==> src/rtl/dmni_mem_arbiter_pkg.sv <==
// rtl/dmni_mem_arbiter_pkg.sv - shared types and requester indices for the DMNI memory arbiter
package dmni_mem_arbiter_pkg;

  typedef struct packed {
    logic [3:0]  we;
    logic [31:0] addr;
    logic [31:0] data;
  } mem_req_t;

  localparam int MEM_REQ_SEND  = 0;
  localparam int MEM_REQ_RECV  = 1;
  localparam int MEM_REQ_BRMON = 2;

  typedef enum logic {
    ARB_IDLE  = 1'b0,
    ARB_GRANT = 1'b1
  } arb_state_t;

endpackage

==> src/rtl/dmni_mem_arbiter_rr_arbiter.sv <==
// rtl/dmni_mem_arbiter_rr_arbiter.sv - combinational rotate-priority pick starting at rr_ptr
module rr_arbiter #(
  parameter int N_REQ = 3,
  parameter int IW    = 2
) (
  input  logic [N_REQ-1:0] req,
  input  logic [IW-1:0]    rr_ptr,
  output logic [IW-1:0]    winner,
  output logic             any_req
);

  localparam int SW = IW + 1;

  logic [2*N_REQ-1:0] dbl;
  logic [SW-1:0]      sum;
  logic               found;

  // Rotating the doubled vector puts requester rr_ptr at bit 0.
  always_comb begin
    dbl    = {req, req} >> rr_ptr;
    winner = '0;
    sum    = '0;
    found  = 1'b0;
    for (int k = 0; k < N_REQ; k++) begin
      if (!found && dbl[k]) begin
        found = 1'b1;
        sum   = {1'b0, rr_ptr} + SW'(k);
        if (sum >= SW'(N_REQ)) begin
          sum = sum - SW'(N_REQ);
        end
        winner = sum[IW-1:0];
      end
    end
  end

  assign any_req = |req;

endmodule

==> src/rtl/dmni_mem_arbiter.sv <==
// rtl/dmni_mem_arbiter.sv - round-robin, burst-locked sharing of the DMNI local-memory port
module dmni_mem_arbiter
  import dmni_mem_arbiter_pkg::*;
#(
  parameter int N_REQ     = 3,
  parameter int MAX_BURST = 16
) (
  input  logic                   clk_i,
  input  logic                   rst_i,
  input  logic [N_REQ-1:0]       req_i,
  input  logic [N_REQ-1:0]       last_i,
  input  logic [N_REQ-1:0][3:0]  we_i,
  input  logic [N_REQ-1:0][31:0] addr_i,
  input  logic [N_REQ-1:0][31:0] wdata_i,
  output logic [N_REQ-1:0]       gnt_o,
  output logic [N_REQ-1:0]       rvalid_o,
  output logic [31:0]            rdata_o,
  output logic                   busy_o,
  output logic [3:0]             mem_we_o,
  output logic [31:0]            mem_addr_o,
  output logic [31:0]            mem_data_o,
  input  logic [31:0]            mem_data_i
);

  localparam int IW = (N_REQ > 1) ? $clog2(N_REQ) : 1;
  localparam int CW = $clog2(MAX_BURST + 1);

  arb_state_t      state, state_nxt;
  logic [IW-1:0]   owner, owner_nxt;
  logic [IW-1:0]   rr_ptr, rr_ptr_nxt;
  logic [CW-1:0]   beat_cnt, beat_cnt_nxt;
  logic [N_REQ-1:0] gnt_nxt, rvalid_nxt;
  logic [31:0]     rdata_nxt;

  logic [IW-1:0]   winner;
  logic            any_req;
  logic            owner_req;
  logic            beat;
  logic            cnt_hit;
  mem_req_t        sel_req;
  mem_req_t        mem_req;

  rr_arbiter #(
    .N_REQ (N_REQ),
    .IW    (IW)
  ) u_rr_arbiter (
    .req     (req_i),
    .rr_ptr  (rr_ptr),
    .winner  (winner),
    .any_req (any_req)
  );

  assign owner_req = req_i[owner];
  assign beat      = (state == ARB_GRANT) && owner_req;
  assign cnt_hit   = (beat_cnt + CW'(1)) == CW'(MAX_BURST);
  assign sel_req   = '{we: we_i[owner], addr: addr_i[owner], data: wdata_i[owner]};
  assign mem_req   = beat ? sel_req : '0;

  assign mem_we_o   = mem_req.we;
  assign mem_addr_o = mem_req.addr;
  assign mem_data_o = mem_req.data;
  assign busy_o     = (state == ARB_GRANT);

  always_comb begin
    state_nxt    = state;
    owner_nxt    = owner;
    rr_ptr_nxt   = rr_ptr;
    beat_cnt_nxt = beat_cnt;
    gnt_nxt      = gnt_o;
    rvalid_nxt   = '0;
    rdata_nxt    = rdata_o;
    case (state)
      ARB_IDLE: begin
        if (any_req) begin
          owner_nxt        = winner;
          gnt_nxt          = '0;
          gnt_nxt[winner]  = 1'b1;
          beat_cnt_nxt     = '0;
          state_nxt        = ARB_GRANT;
        end
      end
      ARB_GRANT: begin
        if (beat) begin
          beat_cnt_nxt = beat_cnt + CW'(1);
          if (sel_req.we == 4'h0) begin
            rvalid_nxt[owner] = 1'b1;
            rdata_nxt         = mem_data_i;
          end
        end
        // A dropped request releases too, so an idle owner cannot starve others.
        if (!owner_req || last_i[owner] || cnt_hit) begin
          state_nxt  = ARB_IDLE;
          gnt_nxt    = '0;
          rr_ptr_nxt = (owner == IW'(N_REQ - 1)) ? '0 : owner + IW'(1);
        end
      end
      default: state_nxt = ARB_IDLE;
    endcase
  end

  always_ff @(posedge clk_i or posedge rst_i) begin
    if (rst_i) begin
      state    <= ARB_IDLE;
      owner    <= '0;
      rr_ptr   <= '0;
      beat_cnt <= '0;
      gnt_o    <= '0;
      rvalid_o <= '0;
      rdata_o  <= '0;
    end else begin
      state    <= state_nxt;
      owner    <= owner_nxt;
      rr_ptr   <= rr_ptr_nxt;
      beat_cnt <= beat_cnt_nxt;
      gnt_o    <= gnt_nxt;
      rvalid_o <= rvalid_nxt;
      rdata_o  <= rdata_nxt;
    end
  end

endmodule

==> config.mk <==
export PLATFORM = sky130hd
export DESIGN_NAME = dmni_mem_arbiter
export DESIGN_NICKNAME = d
export VERILOG_FILES = /design/src/rtl/dmni_mem_arbiter_pkg.sv /design/src/rtl/dmni_mem_arbiter_rr_arbiter.sv /design/src/rtl/dmni_mem_arbiter.sv
export SDC_FILE = /design/constraint.sdc
export NUM_CORES = 1
export LEC_CHECK = 0
export ABC_AREA = 1
export BUFFER_PORTS_ARGS = -buffer_cell sky130_fd_sc_hd__buf_4
export CORE_AREA = 3 3 137 139
export DETAILED_ROUTE_END_ITERATION = 8
export DIE_AREA = 0 0 140 142
export PLACE_DENSITY = 0.58
export SETUP_SLACK_MARGIN = 0.1
export SYNTH_ARGS = -nofsm -noshare
export SYNTH_HDL_FRONTEND = slang
export SYNTH_SLANG_ARGS = --single-unit
export TNS_END_PERCENT = 10
==> constraint.sdc <==
create_clock -name clk_i -period 1.6 [get_ports clk_i]
set_input_delay 0.24 -clock clk_i [delete_from_list [all_inputs] [get_ports clk_i]]
set_output_delay 0.24 -clock clk_i [all_outputs]
set_load 0.01 [all_outputs]
======== Word level (Yosys, flattened, before mapping) ========
Index checks and enable logic that the tools add are counted.
word-level totals
  register bits after elaboration ......... 48
  logic and storage cells ................. 81
  bits of input ports ..................... 244
operators by class
  $add $sub $neg .......................... 7
  reductions and logical operators ........ 17
  shifts and indexed selects .............. 1
  eq/ne operators ......................... 5
  bitwise logic cells ..................... 1
  $lt $le $gt $ge ......................... 7
  multiplexer cells ....................... 36
operator list
  kind                                                                                 number
  32-bit binary-select mux with 2-bit select                                           2
  68-bit two-way mux                                                                   1
  32-bit two-way mux                                                                   2
  3-bit two-way mux                                                                    5
  2-bit two-way mux                                                                    7
  5-bit two-way mux                                                                    2
  5-bit case mux with 2 select lines                                                   1
  4-bit binary-select mux with 2-bit select                                            1
  1-bit two-way mux                                                                    8
  2-bit AND reduction                                                                  4
  3-bit by 2-bit greater-or-equal comparator with 1-bit output, second input constant  2
  2-bit by 3-bit < comparator with 1-bit output, second input constant                 2
  3-bit case mux with 2 select lines                                                   1
  6-bit by 2-bit >> shifter with 3-bit output                                          1
  2-bit subtractor, second input constant                                              3
  5-bit by 1-bit adder with 5-bit output, second input constant                        1
  5-bit == test, second input constant                                                 1
  1-bit logical AND                                                                    5
  1-bit binary-select mux with 2-bit select                                            2
  1-bit demux with 2-bit select                                                        2
  2-bit by 1-bit greater-or-equal comparator with 1-bit output, second input constant  2
  4-bit logical NOT                                                                    1
  4-bit two-way mux                                                                    1
  2-bit by 1-bit != test with 1-bit output, second input constant                      2
  other kinds (12)                                                                     15

======== Depth between registers and ports, before layout ========
  word-level depth ........................ 14
  gate-level depth with buffers ........... 12
  depth with buffers taken out ............ 12

======== Cells and area by module ========
From an unflattened synthesis, not the netlist that was laid out.
second synthesis, totals
  cell total of the unflattened synthesis .. 577
  area total of the unflattened synthesis .. 3,555.9 µm²
by module, submodules not included
  module            seq. area each (µm²)  area an instance (µm²)  cells an instance  times used
  dmni_mem_arbiter  1,201.2               3,362.0                 540                1
  rr_arbiter        0.0                   193.9                   37                 1

======== Worst setup path after synthesis ========
Ideal clock, no wire load.
  path kind ............................... register to output
  start ................................... register owner[0]
  end ..................................... output port mem_addr_o[13]
  arrival ................................. 1.452 ns
  setup slack ............................. -0.092 ns
  stages on the path, launching flop included .. 8
  buffers on the path ..................... 2
  path through ............................ dfrtp_1 inv_2 nand2_1 inv_2 buf_2 clkbuf_1 nand2_1 a31oi_1
between the ends
  word-level cells in the longest chain between the ends .. 4
  elaborated cells between the ends (all ways) .. 6
  classes of those cells .................. mux (5); reduce/logical (1)
ends and longest elaborated chain
  item                                       line                     RTL
  from (decl)                                dmni_mem_arbiter.sv:29   logic [IW-1:0] owner, owner_nxt;
  from (signal assigned)                     dmni_mem_arbiter.sv:112  owner <= owner_nxt;
  1-bit binary-select mux with 2-bit select  dmni_mem_arbiter.sv:53   assign owner_req = req_i[owner];
  1-bit two-way mux (not written as such)    dmni_mem_arbiter.sv:53
  1-bit logical AND                          dmni_mem_arbiter.sv:54   assign beat = (state == ARB_GRANT) && owner_req;
  68-bit two-way mux *                       dmni_mem_arbiter.sv:57   assign mem_req = beat ? sel_req : '0;
  to (decl)                                  dmni_mem_arbiter.sv:20   output logic [31:0] mem_addr_o,
Every way passes the cells marked *; elsewhere a longest branch is shown, timed or not. The select of a mux whose other input is x is not followed.

======== Final worst setup path ========
  start ................................... register owner[1]
  end ..................................... output port mem_addr_o[27]
Same word-level chain as after synthesis.

==> PnR_summary.wiki <==
{| class="wikitable"
! Metric !! Value
|-
| Initial antenna violation count || 0
|-
| Maximum vdd ir drop || 0.835 mV
|-
| Final core occ || 0.471
|-
| Top area cells in the synthesized netlist || sky130_fd_sc_hd__dfrtp_1, sky130_fd_sc_hd__nand2_1, sky130_fd_sc_hd__a31oi_1
|-
| Leakage component of the power || 4.18 nW
|-
| Number of nets in the finished design || approximately 1200
|-
| Power per Cell Area || 1580 nW/um^2
|-
| Worst endpoint data arrival time || ~1.9 ns
|-
| Area Growth Syn to Fin || 132%
|-
| Worst setup slack before clock tree synthesis || -0.223 ns
|-
| Tot Pwr || 13.2 mW
|-
| Largest net degree at the start of global routing || 46
|-
| Placer Congestion || 0.951
|-
| Number of flops mapped to enable cells by yosys || 0
|-
| Via Count || approximately 5700
|-
| Total die area || roughly 20000 sq um
|-
| Asr flop ratio synth || 1.00
|-
| Count of cell types in the netlist || 24
|-
| Number of max-capacitance violations reported || 0
|-
| CTS tree || yes
|-
| Number of instances in the synthesized netlist || slightly below 600
|-
| Top-Level Pins || roughly 350
|-
| Area of the placeable core || roughly 18000 sq um
|-
| Crit path max fanout || 6
|-
| Fraction of final layout cells sized beyond drive strength 1 || 0.542
|-
| Total of flip-flops plus latches after synthesis || 48
|-
| Cell area after synthesis || 3610 sq um
|-
| Number of global-route vias before repair || 5369
|-
| Fraction of the cycle the final worst path needs || 1.33
|-
| RSZ-0062 raised after global routing || true
|-
| Initial DRC count || between 200 and 250
|-
| Effective utilization at floorplan || 0.203
|-
| Deepest clock path buffer count || 2
|-
| Run status || finished, violations left
|-
| Cell type contributing the most total cell area after synthesis || sky130_fd_sc_hd__dfrtp_1
|-
| Setup slack of the critical path after layout || -0.526 ns
|-
| Root buffer cell || sky130_fd_sc_hd__clkbuf_16
|-
| Top cells by instance count after synthesis || sky130_fd_sc_hd__nand2_1, sky130_fd_sc_hd__a31oi_1, sky130_fd_sc_hd__nand3_1
|-
| Max-slew headroom || 0.724
|-
| Wirelength per Cell || ~19 um
|-
| Count of warnings emitted by yosys || 0
|-
| Category of the most critical setup path || flip-flop to output port
|-
| Critical path endpoint category || output port
|-
| Number of rows in the core area || between 40 and 50
|-
| Count of H-tree levels built during CTS || 2
|-
| HPWL reported at the end of detailed placement || 17300 um
|-
| Height of the chip || ~140 um
|-
| Violated checks || setup timing
|-
| Data required time at the worst endpoint || 1.36 ns
|-
| Max Freq || 470 MHz
|-
| Avg Vias per Cell || 4.61
|-
| Transition time at the pin with the least slew margin || between 0.4 and 0.5 ns
|-
| Worst-case hold slack || about 0.18 ns
|-
| Number of pins exceeding their max-slew limit in the final report || 0
|-
| Width of the chip || between 100 and 150 um
|-
| CTS sink cnt || 48
|-
| Final setup skew || 0.00704 ns
|-
| Count of unresolved DRC violations after routing || 0
|-
| Clock buffers created by TritonCTS || 5
|-
| Setup Viol. Count Final || a little over 100
|-
| Post-synth top area share || 0.333
|-
| Fillcell total || 1771
|-
| Clock transition at the register clock pins on the worst setup and hold paths after CTS || 0.07 ns
|-
| First-pass GRT wire length || 30900 um
|-
| Final Instance Area || 8370 sq um
|-
| Total global-route track usage || 0.199
|-
| Minimum clock period || ~2.1 ns
|-
| Sequential element share of the synthesized area || 0.333
|-
| First-pass iteration count of the detailed router || 5
|-
| Congestion Overflow GR || 0
|-
| Synthesized netlist net count || approximately 830
|-
| Antenna diode count || 0
|-
| Placed Area || slightly above 7000 sq um
|-
| Later-pin clock latency in the skew report || slightly below 0.3 ns
|-
| Critical path startpoint category || flip-flop
|-
| Final hold viol count || 0
|-
| Library cell with the highest instance count after synthesis || sky130_fd_sc_hd__nand2_1
|-
| Detailed Route WL || 22800 um
|-
| Syn Area/Cell || around 6 sq um
|-
| Number of nets with antenna violations after routing || 0
|-
| Type of the worst min-delay path || input pin to flip-flop
|-
| Port Buf Inserts || between 300 and 400
|-
| Commonest register cell after synthesis || sky130_fd_sc_hd__dfrtp_1
|}
## logic make-up after synthesis
| family | after synthesis | synth area share |
|---|---|---|
| DFF | 48 | 0.333 |
| adders and majority gates | 5 | 0.0173 |
| AOI/OAI and AO/OA | 78 | 0.133 |
| buffers and inverters | 59 | 0.0752 |
| and+or+nand+nor | 395 | 0.441 |
## cells in the final DEF (no fill, tap or decap), types with 2 or more instances in the layout
cell type / n
sky130_fd_sc_hd__inv_4: 2
sky130_fd_sc_hd__o21ai_1: 2
sky130_fd_sc_hd__nand3_1: 49
sky130_fd_sc_hd__nor2_4: 5
sky130_fd_sc_hd__nand4_1: 2
sky130_fd_sc_hd__bufbuf_16: 2
sky130_fd_sc_hd__buf_12: 19
sky130_fd_sc_hd__nand3_2: 9
sky130_fd_sc_hd__buf_4: 370
sky130_fd_sc_hd__dfrtp_1: 45
sky130_fd_sc_hd__a31oi_4: 20
sky130_fd_sc_hd__a31oi_2: 14
sky130_fd_sc_hd__nor2_2: 3
sky130_fd_sc_hd__buf_8: 4
sky130_fd_sc_hd__nand2_2: 17
sky130_fd_sc_hd__a31oi_1: 31
sky130_fd_sc_hd__nor2_1: 10
sky130_fd_sc_hd__dfrtp_2: 3
sky130_fd_sc_hd__inv_2: 8
sky130_fd_sc_hd__a21oi_2: 2
sky130_fd_sc_hd__ha_1: 5
sky130_fd_sc_hd__nand2_1: 294
sky130_fd_sc_hd__buf_6: 39
sky130_fd_sc_hd__o21ai_0: 4
sky130_fd_sc_hd__clkbuf_16: 13
sky130_fd_sc_hd__nand2_4: 4
sky130_fd_sc_hd__inv_1: 11
## critical path: stages, from the launching register on
cell	delay (ns)
sky130_fd_sc_hd__dfrtp_2	0.45
sky130_fd_sc_hd__inv_2	0.08
sky130_fd_sc_hd__nand2_2	0.05
sky130_fd_sc_hd__nor2_2	0.10
sky130_fd_sc_hd__nor2_2	0.06
sky130_fd_sc_hd__inv_2	0.09
sky130_fd_sc_hd__nand2_8	0.11
sky130_fd_sc_hd__buf_12	0.18
sky130_fd_sc_hd__buf_12	0.14
sky130_fd_sc_hd__a31oi_1	0.18
sky130_fd_sc_hd__buf_4	0.16
## repair_timing
action | CTS | global route
cloned | 2 | 8
endpoints found under the setup margin | 115 | 115
gates resized for setup | 49 | 89
endpoints found under the hold margin | 16 | 0
pin swaps | 18 | 36
buffers inserted | 6 | 5
hold buffers | 1 | 0
## through the flow
| step | cells | setup TNS, ns |
|---|---|---|
| 2_1_floorplan | 585 | -2.06 |
| 3_3_place_gp | 1197 | -10.51 |
| 3_5_place_dp | 1197 | -11.38 |
| 4_1_cts | 1214 | -34.57 |
| 5_1_grt | 1227 | -47.65 |
| 6_report | 1227 | -37.40 |
## state kept, by name, summed over array words and instances, names as in the netlist
name      cells
rr_ptr        2
busy_o        1
beat_cnt      5
rdata_o      32
gnt_o         3
owner         2
rvalid_o      3
## final timing paths
path / startpoint / to / slack, ns / cells past startpoint
max in group asynchronous: rst_i / rdata_o[31] / 0.57 / 4
worst max register to register: owner[0] / rdata_o[16] / -0.26 / 14
worst min register to register: rdata_o[24] / rdata_o[24] / 0.47 / 2
min in group asynchronous: rst_i / rdata_o[2] / 0.50 / 3
worst max-delay path: owner[1] / mem_addr_o[27] / -0.53 / 10
worst min-delay path: mem_data_i[23] / rdata_o[23] / 0.18 / 3
## power by group
group	internal (mW)	switching [mW]	leakage (nW)	total (mW)
clock	0.744	0.494	0.0804	1.24
combinational	4.99	4.91	3.48	9.90
sequential	1.73	0.344	0.616	2.07
## per-layer routing
metal / global-route usage / vias up / routed length [um]
met1: 0.259 / 2615 / 9320
met3: 0.0702 / 17 / 2250
li1: - / 2759 / -
met2: 0.325 / 264 / 10900
met5: 0 / - / 0
met4: 0.0377 / 0 / 342
## layout make-up
| class | instances | area, sq um | share of cell area |
|---|---|---|---|
| Timing Repair Buffer | 443 | 3930 | 0.470 |
| Multi-Input combinational cell | 478 | 2690 | 0.322 |
| Sequential cell | 48 | 1200 | 0.144 |
| Tap cell | 229 | 287 | 0.0342 |
| Clock buffer | 5 | 125 | 0.0149 |
| Inverter | 21 | 83.8 | 0.0100 |
| Clock inverter | 3 | 46.3 | 0.00553 |
Power figures use the tool's default switching activity.
